==> src/rtl/dmem_arbiter_if.sv <==
// Bus bundle between the two memory requesters, the arbiter and the data memory.
// The slave modport is the arbiter's view; the master side holds the requesters and the memory.
interface dmem_arbiter_if #(
  parameter int AW = 8,
  parameter int DW = 64
);
  logic          r0_req;
  logic          r0_we;
  logic [AW-1:0] r0_addr;
  logic [DW-1:0] r0_wdata;
  logic          r0_gnt;
  logic          r0_rvalid;
  logic [DW-1:0] r0_rdata;

  logic          r1_req;
  logic          r1_we;
  logic [AW-1:0] r1_addr;
  logic [DW-1:0] r1_wdata;
  logic          r1_gnt;
  logic          r1_rvalid;
  logic [DW-1:0] r1_rdata;

  logic          mem_en;
  logic          mem_we;
  logic [AW-1:0] mem_addr;
  logic [DW-1:0] mem_wdata;
  logic [DW-1:0] mem_rdata;

  modport slave (
    input  r0_req, r0_we, r0_addr, r0_wdata,
    input  r1_req, r1_we, r1_addr, r1_wdata,
    input  mem_rdata,
    output r0_gnt, r0_rvalid, r0_rdata,
    output r1_gnt, r1_rvalid, r1_rdata,
    output mem_en, mem_we, mem_addr, mem_wdata
  );

  modport master (
    output r0_req, r0_we, r0_addr, r0_wdata,
    output r1_req, r1_we, r1_addr, r1_wdata,
    output mem_rdata,
    input  r0_gnt, r0_rvalid, r0_rdata,
    input  r1_gnt, r1_rvalid, r1_rdata,
    input  mem_en, mem_we, mem_addr, mem_wdata
  );
endinterface

==> src/rtl/dmem_arbiter.sv <==
// Round-robin arbiter sharing the single-port data memory between the core (r0)
// and the debug/loader port (r1), with a one-cycle registered read-response path.
module dmem_arbiter #(
  parameter int AW = 8,
  parameter int DW = 64
) (
  input  logic          clk,
  input  logic          rst_n,
  dmem_arbiter_if.slave bus,
  output logic [15:0]   conflict_cnt
);

  logic        last_q, last_d;
  logic        pend_rd_q, pend_rd_d;
  logic        pend_id_q, pend_id_d;
  logic [15:0] conflict_cnt_q, conflict_cnt_d;

  logic gnt0, gnt1, both;

  assign both = bus.r0_req & bus.r1_req;

  // Grants are gated by rst_n so outputs go quiet the moment reset asserts.
  always_comb begin
    gnt0 = 1'b0;
    gnt1 = 1'b0;
    if (rst_n) begin
      if (both) begin
        gnt0 = last_q;
        gnt1 = ~last_q;
      end else begin
        gnt0 = bus.r0_req;
        gnt1 = bus.r1_req;
      end
    end
  end

  always_comb begin
    bus.mem_we    = 1'b0;
    bus.mem_addr  = '0;
    bus.mem_wdata = '0;
    if (gnt0) begin
      bus.mem_we    = bus.r0_we;
      bus.mem_addr  = bus.r0_addr;
      bus.mem_wdata = bus.r0_wdata;
    end else if (gnt1) begin
      bus.mem_we    = bus.r1_we;
      bus.mem_addr  = bus.r1_addr;
      bus.mem_wdata = bus.r1_wdata;
    end
  end

  assign bus.mem_en    = gnt0 | gnt1;
  assign bus.r0_gnt    = gnt0;
  assign bus.r1_gnt    = gnt1;
  assign bus.r0_rvalid = pend_rd_q & ~pend_id_q;
  assign bus.r1_rvalid = pend_rd_q & pend_id_q;
  assign bus.r0_rdata  = bus.r0_rvalid ? bus.mem_rdata : '0;
  assign bus.r1_rdata  = bus.r1_rvalid ? bus.mem_rdata : '0;
  assign conflict_cnt  = conflict_cnt_q;

  always_comb begin
    last_d         = last_q;
    pend_id_d      = pend_id_q;
    pend_rd_d      = 1'b0;
    conflict_cnt_d = conflict_cnt_q;
    if (gnt0) begin
      last_d    = 1'b0;
      pend_id_d = 1'b0;
      pend_rd_d = ~bus.r0_we;
    end else if (gnt1) begin
      last_d    = 1'b1;
      pend_id_d = 1'b1;
      pend_rd_d = ~bus.r1_we;
    end
    if (both && conflict_cnt_q != 16'hFFFF) conflict_cnt_d = conflict_cnt_q + 16'd1;
  end

  // last resets to 1 so the core wins the first tie.
  always_ff @(posedge clk or negedge rst_n) begin
    if (!rst_n) begin
      last_q         <= 1'b1;
      pend_rd_q      <= 1'b0;
      pend_id_q      <= 1'b0;
      conflict_cnt_q <= 16'd0;
    end else begin
      last_q         <= last_d;
      pend_rd_q      <= pend_rd_d;
      pend_id_q      <= pend_id_d;
      conflict_cnt_q <= conflict_cnt_d;
    end
  end

endmodule

==> src/flat_wrapper.sv <==
// flat-port wrapper written by rule: the top's interface ports become plain ports
module dmem_arbiter_flat 
#(
  parameter int AW = 8,
  parameter int DW = 64
)
  (clk, rst_n, conflict_cnt, bus_r0_req, bus_r0_we, bus_r0_addr, bus_r0_wdata, bus_r1_req, bus_r1_we, bus_r1_addr, bus_r1_wdata, bus_mem_rdata, bus_r0_gnt, bus_r0_rvalid, bus_r0_rdata, bus_r1_gnt, bus_r1_rvalid, bus_r1_rdata, bus_mem_en, bus_mem_we, bus_mem_addr, bus_mem_wdata);
  dmem_arbiter_if #(.AW(AW), .DW(DW)) bus_i ();
  input  logic clk;
  input  logic rst_n;
  output logic [15:0] conflict_cnt;
  input wire logic [$bits(bus_i.r0_req)-1:0] bus_r0_req;
  input wire logic [$bits(bus_i.r0_we)-1:0] bus_r0_we;
  input wire logic [$bits(bus_i.r0_addr)-1:0] bus_r0_addr;
  input wire logic [$bits(bus_i.r0_wdata)-1:0] bus_r0_wdata;
  input wire logic [$bits(bus_i.r1_req)-1:0] bus_r1_req;
  input wire logic [$bits(bus_i.r1_we)-1:0] bus_r1_we;
  input wire logic [$bits(bus_i.r1_addr)-1:0] bus_r1_addr;
  input wire logic [$bits(bus_i.r1_wdata)-1:0] bus_r1_wdata;
  input wire logic [$bits(bus_i.mem_rdata)-1:0] bus_mem_rdata;
  output wire logic [$bits(bus_i.r0_gnt)-1:0] bus_r0_gnt;
  output wire logic [$bits(bus_i.r0_rvalid)-1:0] bus_r0_rvalid;
  output wire logic [$bits(bus_i.r0_rdata)-1:0] bus_r0_rdata;
  output wire logic [$bits(bus_i.r1_gnt)-1:0] bus_r1_gnt;
  output wire logic [$bits(bus_i.r1_rvalid)-1:0] bus_r1_rvalid;
  output wire logic [$bits(bus_i.r1_rdata)-1:0] bus_r1_rdata;
  output wire logic [$bits(bus_i.mem_en)-1:0] bus_mem_en;
  output wire logic [$bits(bus_i.mem_we)-1:0] bus_mem_we;
  output wire logic [$bits(bus_i.mem_addr)-1:0] bus_mem_addr;
  output wire logic [$bits(bus_i.mem_wdata)-1:0] bus_mem_wdata;
  assign bus_i.r0_req = bus_r0_req;
  assign bus_i.r0_we = bus_r0_we;
  assign bus_i.r0_addr = bus_r0_addr;
  assign bus_i.r0_wdata = bus_r0_wdata;
  assign bus_i.r1_req = bus_r1_req;
  assign bus_i.r1_we = bus_r1_we;
  assign bus_i.r1_addr = bus_r1_addr;
  assign bus_i.r1_wdata = bus_r1_wdata;
  assign bus_i.mem_rdata = bus_mem_rdata;
  assign bus_r0_gnt = bus_i.r0_gnt;
  assign bus_r0_rvalid = bus_i.r0_rvalid;
  assign bus_r0_rdata = bus_i.r0_rdata;
  assign bus_r1_gnt = bus_i.r1_gnt;
  assign bus_r1_rvalid = bus_i.r1_rvalid;
  assign bus_r1_rdata = bus_i.r1_rdata;
  assign bus_mem_en = bus_i.mem_en;
  assign bus_mem_we = bus_i.mem_we;
  assign bus_mem_addr = bus_i.mem_addr;
  assign bus_mem_wdata = bus_i.mem_wdata;
  dmem_arbiter #(.AW(AW), .DW(DW)) u_core (.clk(clk), .rst_n(rst_n), .bus(bus_i), .conflict_cnt(conflict_cnt));
endmodule
==> config.mk <==
export PLATFORM = sky130hd
export DESIGN_NAME = dmem_arbiter_flat
export DESIGN_NICKNAME = d
export VERILOG_FILES = /design/src/rtl/dmem_arbiter_if.sv /design/src/rtl/dmem_arbiter.sv /design/src/flat_wrapper.sv
export SDC_FILE = /design/constraint.sdc
export NUM_CORES = 1
export LEC_CHECK = 0
export ABC_AREA = 1
export BUFFER_PORTS_ARGS = -buffer_cell sky130_fd_sc_hd__buf_2
export CORE_AREA = 2 2 169 171
export CTS_BUF_LIST = sky130_fd_sc_hd__clkbuf_8
export CTS_CLUSTER_SIZE = 30
export DETAILED_ROUTE_END_ITERATION = 10
export DIE_AREA = 0 0 171 173
export GPL_TIMING_DRIVEN = 0
export PLACE_DENSITY = 0.41
export SLEW_MARGIN = 40
export SYNTH_ARGS = -nofsm -noshare
export SYNTH_HDL_FRONTEND = slang
export SYNTH_SLANG_ARGS = --single-unit
==> constraint.sdc <==
create_clock -name clk -period 3.4 [get_ports clk]
set_clock_uncertainty 0.15 [all_clocks]
set_input_delay 0 -clock clk [delete_from_list [all_inputs] [get_ports clk]]
set_output_delay 0 -clock clk [all_outputs]
set_load 0.01 [all_outputs]
After elaboration in Yosys (flattened, before gate mapping)
Cells that the tools add are included.
{"block": "op_classes", "n_eq_ne": 1, "reduce_logical": 2, "add_sub_neg": 1, "muxes": 16, "bitwise": 8}
{"operator": "$mux 64", "n": 4}
{"operator": "$add 16x1->16 const B", "n": 1}
{"operator": "$mux 8", "n": 2}
{"operator": "$ne 16x16->1 const B", "n": 1}
{"operator": "$mux 1", "n": 10}
{"operator": "$not 1->1", "n": 4}
{"operator": "$and 1x1->1", "n": 3}
{"operator": "$reduce_bool 2->1", "n": 1}
{"operator": "$logic_and 1x1->1", "n": 1}
{"operator": "$or 1x1->1", "n": 1}
{"block": "totals", "wordCells": 32, "register_bits": 19, "out_inout_bits": 222, "input_bits": 214}

Logic depth before layout (Yosys ltp)
Gate-level depths: netlist of the first run.
{"block": "logic_depth", "ltp_word": 5, "depth_mapped": 9, "depth_no_buf": 9}

Worst setup path before layout of the first run
No wires, ideal clock.
{"block": "synth_path", "kind": "register to register", "start": "register u_core.conflict_cnt_q[0], in the netlist u_core.conflict_cnt[0]", "end": "register u_core.conflict_cnt_q[8], in the netlist u_core.conflict_cnt[8]", "arrival_ps": 1404, "stages_incl_launch_ff": 10, "path_buffers": 1, "setup_slack_ps": 1729, "period_less_slack_ps": 1671, "t_required_ps": 3133, "setup_ps": 117, "path_cell_list": "dfrtp_1 ha_1 inv_1 nor2_4 nand2_4 nor2_2 nor2_1 buf_6 nand2_1 nand2_1"}
{"block": "synth_via", "elab_chain_len": 2, "elab_cells_between_ends": 3, "cone_classes": "add/sub: 1; eq/ne: 1; reduce/logical: 1"}
{"element": "from (decl)", "line_no": "dmem_arbiter.sv:16", "rtl": "logic [15:0] conflict_cnt_q, conflict_cnt_d;"}
{"element": "from (signal assigned)", "line_no": "dmem_arbiter.sv:89", "rtl": "conflict_cnt_q <= conflict_cnt_d;"}
{"element": "branches (longest 2 deep; another with $add 16x1->16)"}
Several ways; the timed one is not identified.
A chain may end at the register's enable or synchronous reset.

Final worst setup path of the first run
{"block": "layout_path", "start": "input port rst_n", "end": "output port bus_mem_wdata[49]"}
{"block": "layout_via", "elab_chain_len": 3, "elab_cells_between_ends": 4, "cone_classes": "mux: 4"}
{"element": "from (decl)", "line_no": "flat_wrapper.sv:10", "rtl": "input logic rst_n;"}
{"element": "$mux 1", "line_no": "dmem_arbiter.sv:26", "rtl": "if (rst_n) begin"}
{"element": "$mux 64", "line_no": "dmem_arbiter.sv:45", "rtl": "end else if (gnt1) begin"}
{"element": "$mux 64 (*)", "line_no": "dmem_arbiter.sv:41", "rtl": "if (gnt0) begin"}
{"element": "to (decl)", "line_no": "flat_wrapper.sv:30", "rtl": "output wire logic [$bits(bus_i.mem_wdata)-1:0] bus_mem_wdata;"}
Mark *: on every way between the ends. The rest lies on a longest branch, timed or not.

==> results.toml, run 1 <==
[timing]
setup_ws_ns = 0.8627
min_period_ns = 2.537
tightest_slew_ns = 0.6846
rsz0062_at_grt = "no"
slew_headroom = 0.5436
holdWs_ns = -0.03251
slew_violations = 0
period_share = 0.7463
hold_viol = 1
finalSetupViolations = 0
tns_ns = 0
fmax_mhz = 394.1

[yosys]
async_flop_share = 1.000
ys.warnings.count = 0
yosys.area.top_type_share = 0.2354
synth_mux_area_frac = 0
netlist_area_sq_um = 2679
synthCells = 466
synth_top_family_by_area = "simple AND/OR/NAND/NOR gates"
synth_cell_type_count = 26
yosysSeqAreaShare = 0.1780
synth_xor_area_frac = 0.01962
synth-simple-area-share = 0.3667
synth_fa_ha_area_frac = 0.004671
avgSynthCellArea_sq_um = 5.749
ys_top_cells_by_count = "nor2_1 (146), inv_1 (86), a22o_1 (72), nand2_1 (72), dfrtp_1 (18)"
synthFlopType = "dfrtp_1"
synth_fp_nets = 681
yosys_register_bits = 19
yosys.area.top_type = "a22o_1"
synthTopCellsByArea = "a22o_1 (24%), nor2_1 (20%), dfrtp_1 (17%), inv_1 (12%), nand2_1 (10%)"
synth.most_common_cell = "nor2_1"
synth_compound_area_frac = 0.2578
synth_edf_count = 0

[placed_design]
dp_worst_setup_slack_ns = 1.240
hpwl_um = 17250
dp_cells = 1279
port_buffers = 435
routabilityCongestion = 0.8231

[critical_path]
rr_endpoint = "u_core.conflict_cnt[2]"
cpPeakStageDelay_ns = 0.51
cp.required_ns = 3.25
path_cells = "dlygate4sd3_1, buf_2, nand3_1, inv_1, buf_2, buf_2, a22o_1, buf_2"
worst-setup-path-type = "in2out"
cpMostUsedCell = "buf_2"
crit_fanout = 21
critPathArrivalTime_ns = 2.39
rr_startpoint = "u_core.conflict_cnt[0]"
path_delay_family = "buffers and inverters"
slowest_stage = "dlygate4sd3_1"
r2r_setup_slack_ns = 1.59
r2r_cells = 7
startpoint_type = "input pin"
path_buf_inv = 6
cp-end-kind = "output port"

[power_and_ir_drop]
p_per_area_nw_per_um2 = 225.0
fin_total_pwr_mw = 1.214
p_leak_nw = 3.622
vdd_ir_drop_max_v = 0.0001553

[min_path]
min-delay-start = "bus_r0_we"
min_path_type = "in2reg"
min_path_cells = 4
hold_end = "u_core.pend_rd_q"

[clocking]
cts_buffer_depth = 2
path_clk_slew_ns = 0.07
htreeDepth = 1
cts_resized = 0
worstSkewPairLatency_ns = 0.27
cts_buffers = 3
cts_sinks = 19
cts_tree = "yes"
root_buffer = "clkbuf_8"

[finish]
final_cell_count_no_fill = 1285
multiInputGateArea_sq_um = 1738
seq_area_sq_um = 476.7
antenna_cells = 0
nets = 1123
fin_util = 0.1952
drive_gt1_frac = 0.5149
synthToLayoutAreaGrowth_pct = 101.4
fill_cells = 3256

[die]
pin_count = 436
start_util = 0.09696
die_h_um = 173
core_area_sq_um = 27630
placementRows = 61
die_w_um = 171
die-area_sq_um = 29580

[global_route]
overflow = 0
grt_pass1_wl_um = 27040
grt_usage = 0.1214
grt_max_degree = 22
grt_pass1_vias = 4371
antenna_found_initial = 0

[outcome]
status = "complete, but fails checks"
violations = "hold timing"

[drt]
wire_per_inst_um = 15.30
drtPass1Iterations = 4
vias = 4714
drtIter0Drc = 197
wl_um = 19670
drc = 0
ant_nets = 0
viasPerCell = 3.668

[flow_run]
cap_violations = 0
layout make-up:
type / count / share of cell area
repair buffers: 437 / 0.4073
multi-input cells: 330 / 0.3222
flip-flops and latches: 19 / 0.08838
well taps: 378 / 0.08768
inverters: 86 / 0.05985
plain buffers: 31 / 0.02621
clock buffers: 3 / 0.007655
clock inverters: 1 / 0.0006959
tightest hold or removal path, delay by kind of cell:
family,cells,cell delay [ns]
AO/OA/AOI/OAI,1,0.14
buffers and inverters,2,0.11
AND/OR/NAND/NOR,1,0.05
routing by layer:
metal  track usage  vias up  share of wire
li1              -     2343              -
met1        0.1448     2093           0.41
met2        0.2382      271           0.52
met3       0.01442        7          0.068
met4      0.006709        0         0.0035
met5             0        -              0
repair_timing:
action | 4_1_cts | 5_1_grt
hold buffers | 2 | 0
setup buffers | 0 | 0
hold endpoints to repair | 20 | 0
power by group:
group / switching, mW / internal (mW)
Clock: 0.0857 / 0.0807
Combinational: 0.420 / 0.317
Sequential: 0.0502 / 0.260
Total: 0.556 / 0.658
sequential cells by signal, indices dropped and copies added, names as in the netlist:
name and flops:
u_core.last_q 1, u_core.pend_id_q 1, u_core.pend_rd_q 1, u_core.conflict_cnt 16
how the worst max path moves through the flow:
stage / depth (start not counted) / start / endpoint
2_1_floorplan: 9 / u_core.conflict_cnt[0] / u_core.conflict_cnt[8]
3_3_place_gp: 7 / rst_n / bus_mem_addr[5]
3_5_place_dp: 7 / rst_n / bus_mem_addr[5]
4_1_cts: 8 / rst_n / bus_mem_addr[5]
5_1_grt: 8 / rst_n / bus_mem_wdata[49]
6_report: 8 / rst_n / bus_mem_wdata[49]
cell usage in the layout, fill, tap and decap left out, drive strengths merged:
cell and count:
nor2 150, nor3 1, nand3 8, xnor2 4, inv 87, nand2 76, dfstp 1, nand3b 3
xor2 2, a21oi 1, dlygate4sd3 2, ha 1, o21ai 8, dfrtp 18, a22o 72, buf 455
clkbuf 14, nand4 4
per-stage QoR:
step                cell area (sq um)  hold WS, ns
floorplan                        2679      -0.4456
global placement                 5329      -0.1408
detailed placement               5329      -0.1382
CTS                              5394      0.04762
global route                     5394      0.02320
finish                           5394     -0.03251
logic make-up (layout without fill, tap and decap cells):
family,count (synthesis),after routing
AOI/OAI and AO/OA,81,81
DFF,19,19
and+or+nand+nor,242,242
adders and majority gates,1,1
xor gates and xnor gates,6,6
buffers and inverters,117,558
(Power assumes the default switching activity.)
==> run 2: changes to the inputs <==
--- a/config.mk
+++ b/config.mk
@@ -7,13 +7,13 @@
 export LEC_CHECK = 0
 export ABC_AREA = 1
 export BUFFER_PORTS_ARGS = -buffer_cell sky130_fd_sc_hd__buf_2
-export CORE_AREA = 2 2 169 171
+export CORE_AREA = 2 2 171 173
 export CTS_BUF_LIST = sky130_fd_sc_hd__clkbuf_8
 export CTS_CLUSTER_SIZE = 30
 export DETAILED_ROUTE_END_ITERATION = 10
-export DIE_AREA = 0 0 171 173
+export DIE_AREA = 0 0 173 175
 export GPL_TIMING_DRIVEN = 0
-export PLACE_DENSITY = 0.41
+export PLACE_DENSITY = 0.42
 export SLEW_MARGIN = 40
 export SYNTH_ARGS = -nofsm -noshare
 export SYNTH_HDL_FRONTEND = slang
==> constraint.sdc (replaced) <==
create_clock -name clk -period 2.15 [get_ports clk]
set_clock_uncertainty 0.15 [all_clocks]
set_input_delay 0 -clock clk [delete_from_list [all_inputs] [get_ports clk]]
set_output_delay 0 -clock clk [all_outputs]
set_load 0.01 [all_outputs]
==> run 2 against run 1 <==
Compared with the run above:
- the flow now finishes without violations
- first-iteration DRC count fell by 6.6%
- global-route usage fell by 0.93 points
- die area rose by 2.3%
- largest power group unchanged
- highest routed layer unchanged
==> results.toml, run 2 (synthesis gave the netlist of run 1 again) <==
[outcome]
status = "complete, no violations"

[critical_path]
rr_startpoint = "u_core.conflict_cnt[0]"
worst-setup-path-type = "reg2out"
startpoint_type = "register"
cp-end-kind = "output port"
rr_endpoint = "u_core.conflict_cnt[7]"
cp.required_ns = 2.00
critPathArrivalTime_ns = 1.90
r2r_setup_slack_ns = 0.33
r2r_cells = 9
cpMostUsedCell = "clkbuf_4"
path_cells = "nand2_1, nand3_4, inv_1, clkbuf_4, clkbuf_4, a22o_1, buf_2"
cpPeakStageDelay_ns = 0.54
slowest_stage = "dfstp_2"
crit_fanout = 10

[die]
core_area_sq_um = 28390
pin_count = 436
die_h_um = 175
die-area_sq_um = 30280
die_w_um = 173
placementRows = 62
start_util = 0.09435

[clocking]
cts_tree = "yes"
cts_sinks = 19
htreeDepth = 1
root_buffer = "clkbuf_8"
cts_buffers = 3
postCtsSetupBuffers = 0
path_clk_slew_ns = 0.09
worstSkewPairLatency_ns = 0.27
cts_buffer_depth = 2

[finish]
fill_cells = 3301
post-route-cell-area_sq_um = 5488
final_cell_count_no_fill = 1295
fin_util = 0.1933
final_cell_mix = "buf_2 (445), nor2_1 (146), inv_1 (86)"
nets = 1126
drive_gt1_frac = 0.5220
final_common_cell = "buf_2"
synthToLayoutAreaGrowth_pct = 104.9
largest_reg_flops = 16

[timing]
rsz0062_at_grt = "no"
period_share = 0.9547
finalSetupViolations = 0
tightest_slew_ns = 0.6090
setup_ws_ns = 0.09736
hold_viol = 0
min_period_ns = 2.053
slew_headroom = 0.5940
holdWs_ns = 0.004260
tns_ns = 0
fmax_mhz = 487.2
slew_violations = 0

[drt]
wire_per_inst_um = 14.44
drtIter0Drc = 184
drc = 0
wl_um = 18710
vias = 4772
drtPass1Iterations = 4
viasPerCell = 3.685
ant_nets = 0

[flow_run]
cap_violations = 0

[placed_design]
dp_cells = 1285
placed_area_sq_um = 5336
hpwl_um = 16240
port_buffers = 435
dp_worst_setup_slack_ns = -0.006696
routabilityCongestion = 0.8100

[global_route]
overflow = 0
antenna_found_initial = 1
grt_usage = 0.1121
grt_max_degree = 20
grt_pass1_vias = 4500
grt_pass1_wl_um = 26280

[power_and_ir_drop]
p_switching_mw = 0.8945
fin_total_pwr_mw = 1.951
switching_share = 0.4584
comb_power_share = 0.601
p_per_area_nw_per_um2 = 355.6
p_leak_nw = 3.653
clkPwrFrac = 0.147
internal_power_mw = 1.057
pwr-share-seq = 0.252
vdd_ir_drop_max_v = 0.0001573

[min_path]
hold_end = "u_core.last_q"
min_path_type = "in2reg"
min_path_cells = 4
min-delay-start = "bus_r0_req"
-- run 2: changes by cell type in the layout (fill, tap and decap cells not counted), sizes merged --
cell / before / now
diode: 0 / 1
inv: 87 / 86
clkbuf: 14 / 17
dlygate4sd3: 2 / 4
clkinvlp: 0 / 1
buf: 455 / 453
-- run 2: area by class of cell --
cell class	instances	area, sq um	share of cell area
buffer	31	161.4	0.02941
multi-input combinational	330	1758	0.3203
clock buffer	3	41.29	0.007524
antenna	1	2.502	0.0004560
sequential	19	476.7	0.08687
clock inverter	1	7.507	0.001368
inverter	86	322.8	0.05882
tap	384	480.5	0.08755
timing repair buffer	440	2237	0.4077
-- run 2: metal layers --
metal	global-route usage	share of wire	vias up
met5	0	0	-
met4	0.02366	0.017	0
met3	0.01849	0.074	14
met2	0.2063	0.50	291
met1	0.1365	0.41	2117
li1	-	-	2350
-- run 2: worst max path at each step --
stage                                start                     end  slack [ns]  cells past startpoint
finish                       u_core.last_q       bus_mem_wdata[54]         0.1                      7
global route                 u_core.last_q       bus_mem_wdata[54]       0.003                      6
CTS                                  rst_n       bus_mem_wdata[54]        0.02                      8
detailed placement                   rst_n       bus_mem_wdata[54]      -0.007                      7
global placement                     rst_n       bus_mem_wdata[54]        0.02                      7
floorplan           u_core.conflict_cnt[0]  u_core.conflict_cnt[8]        0.48                      9
-- run 2: timing repair --
item | CTS | global route
hold buffers | 4 | 1
endpoints found under the hold margin | 20 | 1
gates resized for setup | 6 | 10
setup endpoints to repair | 103 | 13
pin swaps | 0 | 0
-- run 2: worst max-delay path, delay by kind of cell, from the launching register on --
kind            cells  cell delay [ns]
simple gates        2             0.19
flops               1             0.54
buf+inv             4             0.65
compound gates      1             0.25
-- run 2: power by group through the flow --
| stage | clock network (mW) | logic (mW) | registers [mW] |
|---|---|---|---|
| after floorplan | 0 | 0.539 | 0.499 |
| after global placement | 0 | 1.16 | 0.497 |
| after detailed placement | 0 | 1.16 | 0.501 |
| after CTS | 0.317 | 1.18 | 0.494 |
| after global routing | 0.327 | 1.29 | 0.505 |
| final | 0.286 | 1.17 | 0.491 |
==> run 3: changes to the inputs <==
--- a/config.mk
+++ b/config.mk
@@ -5,13 +5,13 @@
 export SDC_FILE = /design/constraint.sdc
 export NUM_CORES = 1
 export LEC_CHECK = 0
-export ABC_AREA = 1
+export ABC_AREA = 0
 export BUFFER_PORTS_ARGS = -buffer_cell sky130_fd_sc_hd__buf_2
-export CORE_AREA = 2 2 171 173
+export CORE_AREA = 2 2 167 169
 export CTS_BUF_LIST = sky130_fd_sc_hd__clkbuf_8
 export CTS_CLUSTER_SIZE = 30
 export DETAILED_ROUTE_END_ITERATION = 10
-export DIE_AREA = 0 0 173 175
+export DIE_AREA = 0 0 169 171
 export GPL_TIMING_DRIVEN = 0
 export PLACE_DENSITY = 0.42
 export SLEW_MARGIN = 40
==> run 3 against run 2 <==
Compared with the run above:
- combinational power is 3% lower
- power is 3.4% lower
- routed wire length is 1.7% lower
- non-clock buffer count is 7 higher
- sequential power is 2% higher
==> results.toml, run 3 <==
[placed_design]
port_buffers = 435
dp_cells = 1114
routabilityCongestion = 0.7315
hpwl_um = 15890
placed_area_sq_um = 5160

[yosys]
yosysSeqAreaShare = 0.1869
synth_compound_area_frac = 0.2792
synth_fp_nets = 548
ys_top_cells_by_count = "a22o_1 (73), and2_1 (67), and3_1 (66)"
synthFlopType = "dfrtp_1"
netlist_area_sq_um = 2550
async_flop_share = 1.000
synth_xor_area_frac = 0.02061
synth.most_common_cell = "a22o_1"
yosys.area.top_type = "a22o_1"
synthTopCellsByArea = "a22o_1 (25%), dfrtp_1 (18%), and2_1 (16%), and3_1 (16%), clkbuf_1 (4.1%)"
synth_top_family_by_area = "simple AND/OR/NAND/NOR gates"
yosys_register_bits = 19
synthCells = 333
ys.warnings.count = 0
synth_fa_ha_area_frac = 0.004907
synth_edf_count = 0
synth-simple-area-share = 0.4136
avgSynthCellArea_sq_um = 7.657
yosys.area.top_type_share = 0.2507
synth_cell_type_count = 34
synth_mux_area_frac = 0.03189

[finish]
drive_gt1_frac = 0.6067
final_cell_count_no_fill = 1124
nets = 994
fin_util = 0.1938
synthToLayoutAreaGrowth_pct = 107.7
final_cell_mix = "buf_2 (443), a22o_1 (73), and2_1 (67)"
fill_cells = 3122
largest_reg_flops = 16
antenna_cells = 0
final_common_cell = "buf_2"
post-route-cell-area_sq_um = 5295

[die]
die_w_um = 169
start_util = 0.09332
placementRows = 61
core_area_sq_um = 27320
pin_count = 436
die_h_um = 171
die-area_sq_um = 28900

[timing]
slew_headroom = 0.5569
slew_violations = 0
finalSetupViolations = 0
rsz0062_at_grt = "no"
tightest_slew_ns = 0.6646
fmax_mhz = 488.8
period_share = 0.9515
min_period_ns = 2.046
tns_ns = 0
hold_viol = 0

[clocking]
postCtsSetupBuffers = 0
cts_buffer_depth = 2
worstSkewPairLatency_ns = 0.26
cts_tree = "yes"
cts_sinks = 19
htreeDepth = 1
path_clk_slew_ns = 0.07
cts_buffers = 3
root_buffer = "clkbuf_8"

[drt]
ant_nets = 0
wire_per_inst_um = 16.36
viasPerCell = 3.897
drtPass1Iterations = 4
drc = 0
drtIter0Drc = 172
vias = 4380
wl_um = 18390

[global_route]
grt_pass1_wl_um = 24660
overflow = 0
grt_max_degree = 20
antenna_found_initial = 2
grt_pass1_vias = 4080
grt_usage = 0.1125

[power_and_ir_drop]
p_per_area_nw_per_um2 = 355.9
vdd_ir_drop_max_v = 0.0002576
clkPwrFrac = 0.134
comb_power_share = 0.601
p_switching_mw = 0.8203
p_leak_nw = 3.465
switching_share = 0.4353
internal_power_mw = 1.064
pwr-share-seq = 0.266

[critical_path]
cp.required_ns = 2.00
startpoint_type = "input pin"
worst-setup-path-type = "in2out"
crit_fanout = 10
critPathArrivalTime_ns = 1.90
cp-end-kind = "output port"

[outcome]
status = "complete, no violations"

[min_path]
min_path_type = "in2reg"

[flow_run]
cap_violations = 0
==> run 3: cell count changes in the layout (fill, tap and decap cells not counted), moves of 4 or more <==
| cell | delta |
|---|---|
| nor2_1 | -141 |
| inv_1 | -80 |
| and2_1 | +67 |
| and3_1 | +66 |
| nand2_1 | -59 |
| clkbuf_1 | +9 |
| clkbuf_2 | +6 |
| mux2_2 | +5 |
| a21oi_1 | +4 |
| buf_1 | -4 |
==> run 3: power groups by stage <==
stage	logic, mW	clock network (mW)	registers, mW
floorplan	0.490	0	0.510
global placement	1.13	0	0.505
detailed placement	1.12	0	0.506
CTS	1.14	0.261	0.499
global route	1.25	0.274	0.515
finish	1.13	0.252	0.501
==> run 3: critical path, cell delays in order <==
cell and delay, ns:
dlygate4sd3_1 0.52, buf_2 0.15, a21oi_1 0.23, buf_2 0.29, buf_2 0.29, a22o_1 0.24
buf_2 0.16
==> run 3: area by class of cell <==
type | count | area (sq um) | share of cell area
clock buffers | 3 | 41.29 | 0.007798
repair buffers | 441 | 2232 | 0.4215
multi-input cells | 272 | 1917 | 0.3620
plain buffers | 37 | 172.7 | 0.03261
well taps | 346 | 432.9 | 0.08176
inverters | 5 | 18.77 | 0.003544
clock inverters | 1 | 3.754 | 0.0007089
flip-flops and latches | 19 | 476.7 | 0.09003
==> run 3: kinds of logic (layout without fill, tap and decap cells) <==
logic type      after synthesis  in the layout
mux                           7              7
buf+inv                      42            487
compound gates               85             85
flops                        19             19
fa+ha+maj                     1              1
simple gates                173            173
xor+xnor                      6              6
==> run 3: final timing paths <==
path / from / slack (ns) / cells past startpoint / endpoint
setup / recovery: bus_r0_req / 0.10 / 7 / bus_mem_wdata[25]
max in group asynchronous: rst_n / 1.26 / 3 / u_core.last_q
min in group asynchronous: rst_n / 0.25 / 3 / u_core.conflict_cnt[10]
hold reg to reg: u_core.conflict_cnt[0] / 0.37 / 1 / u_core.conflict_cnt[0]
hold / removal: bus_r1_req / 0.02 / 4 / u_core.last_q
setup reg to reg: u_core.conflict_cnt[0] / 0.18 / 5 / u_core.conflict_cnt[1]
==> run 3: routing by layer <==
metal | GRT usage | vias to the layer above | wire length (um)
met5 | 0 | - | 32
met4 | 0.008919 | 4 | 95
li1 | - | 2120 | -
met3 | 0.01735 | 12 | 1662
met1 | 0.1405 | 1952 | 7263
met2 | 0.2113 | 292 | 9339
==> run 3: stage by stage <==
stage	setup slack, ns	hold WS [ns]	total power [mW]
floorplan	0.3696	-0.4456	0.9999
global placement	-0.01420	-0.1470	1.633
detailed placement	0.006082	-0.1522	1.628
CTS	0.01845	0.007060	1.902
global route	0.0009310	0.07949	2.036
finish	0.1043	0.01918	1.885
==> run 3: timing repair <==
action	4_1_cts	5_1_grt
endpoints found under the hold margin	22	18
hold buffers	5	1
endpoints found under the setup margin	112	80
resized for setup	13	18
pin swaps	0	0
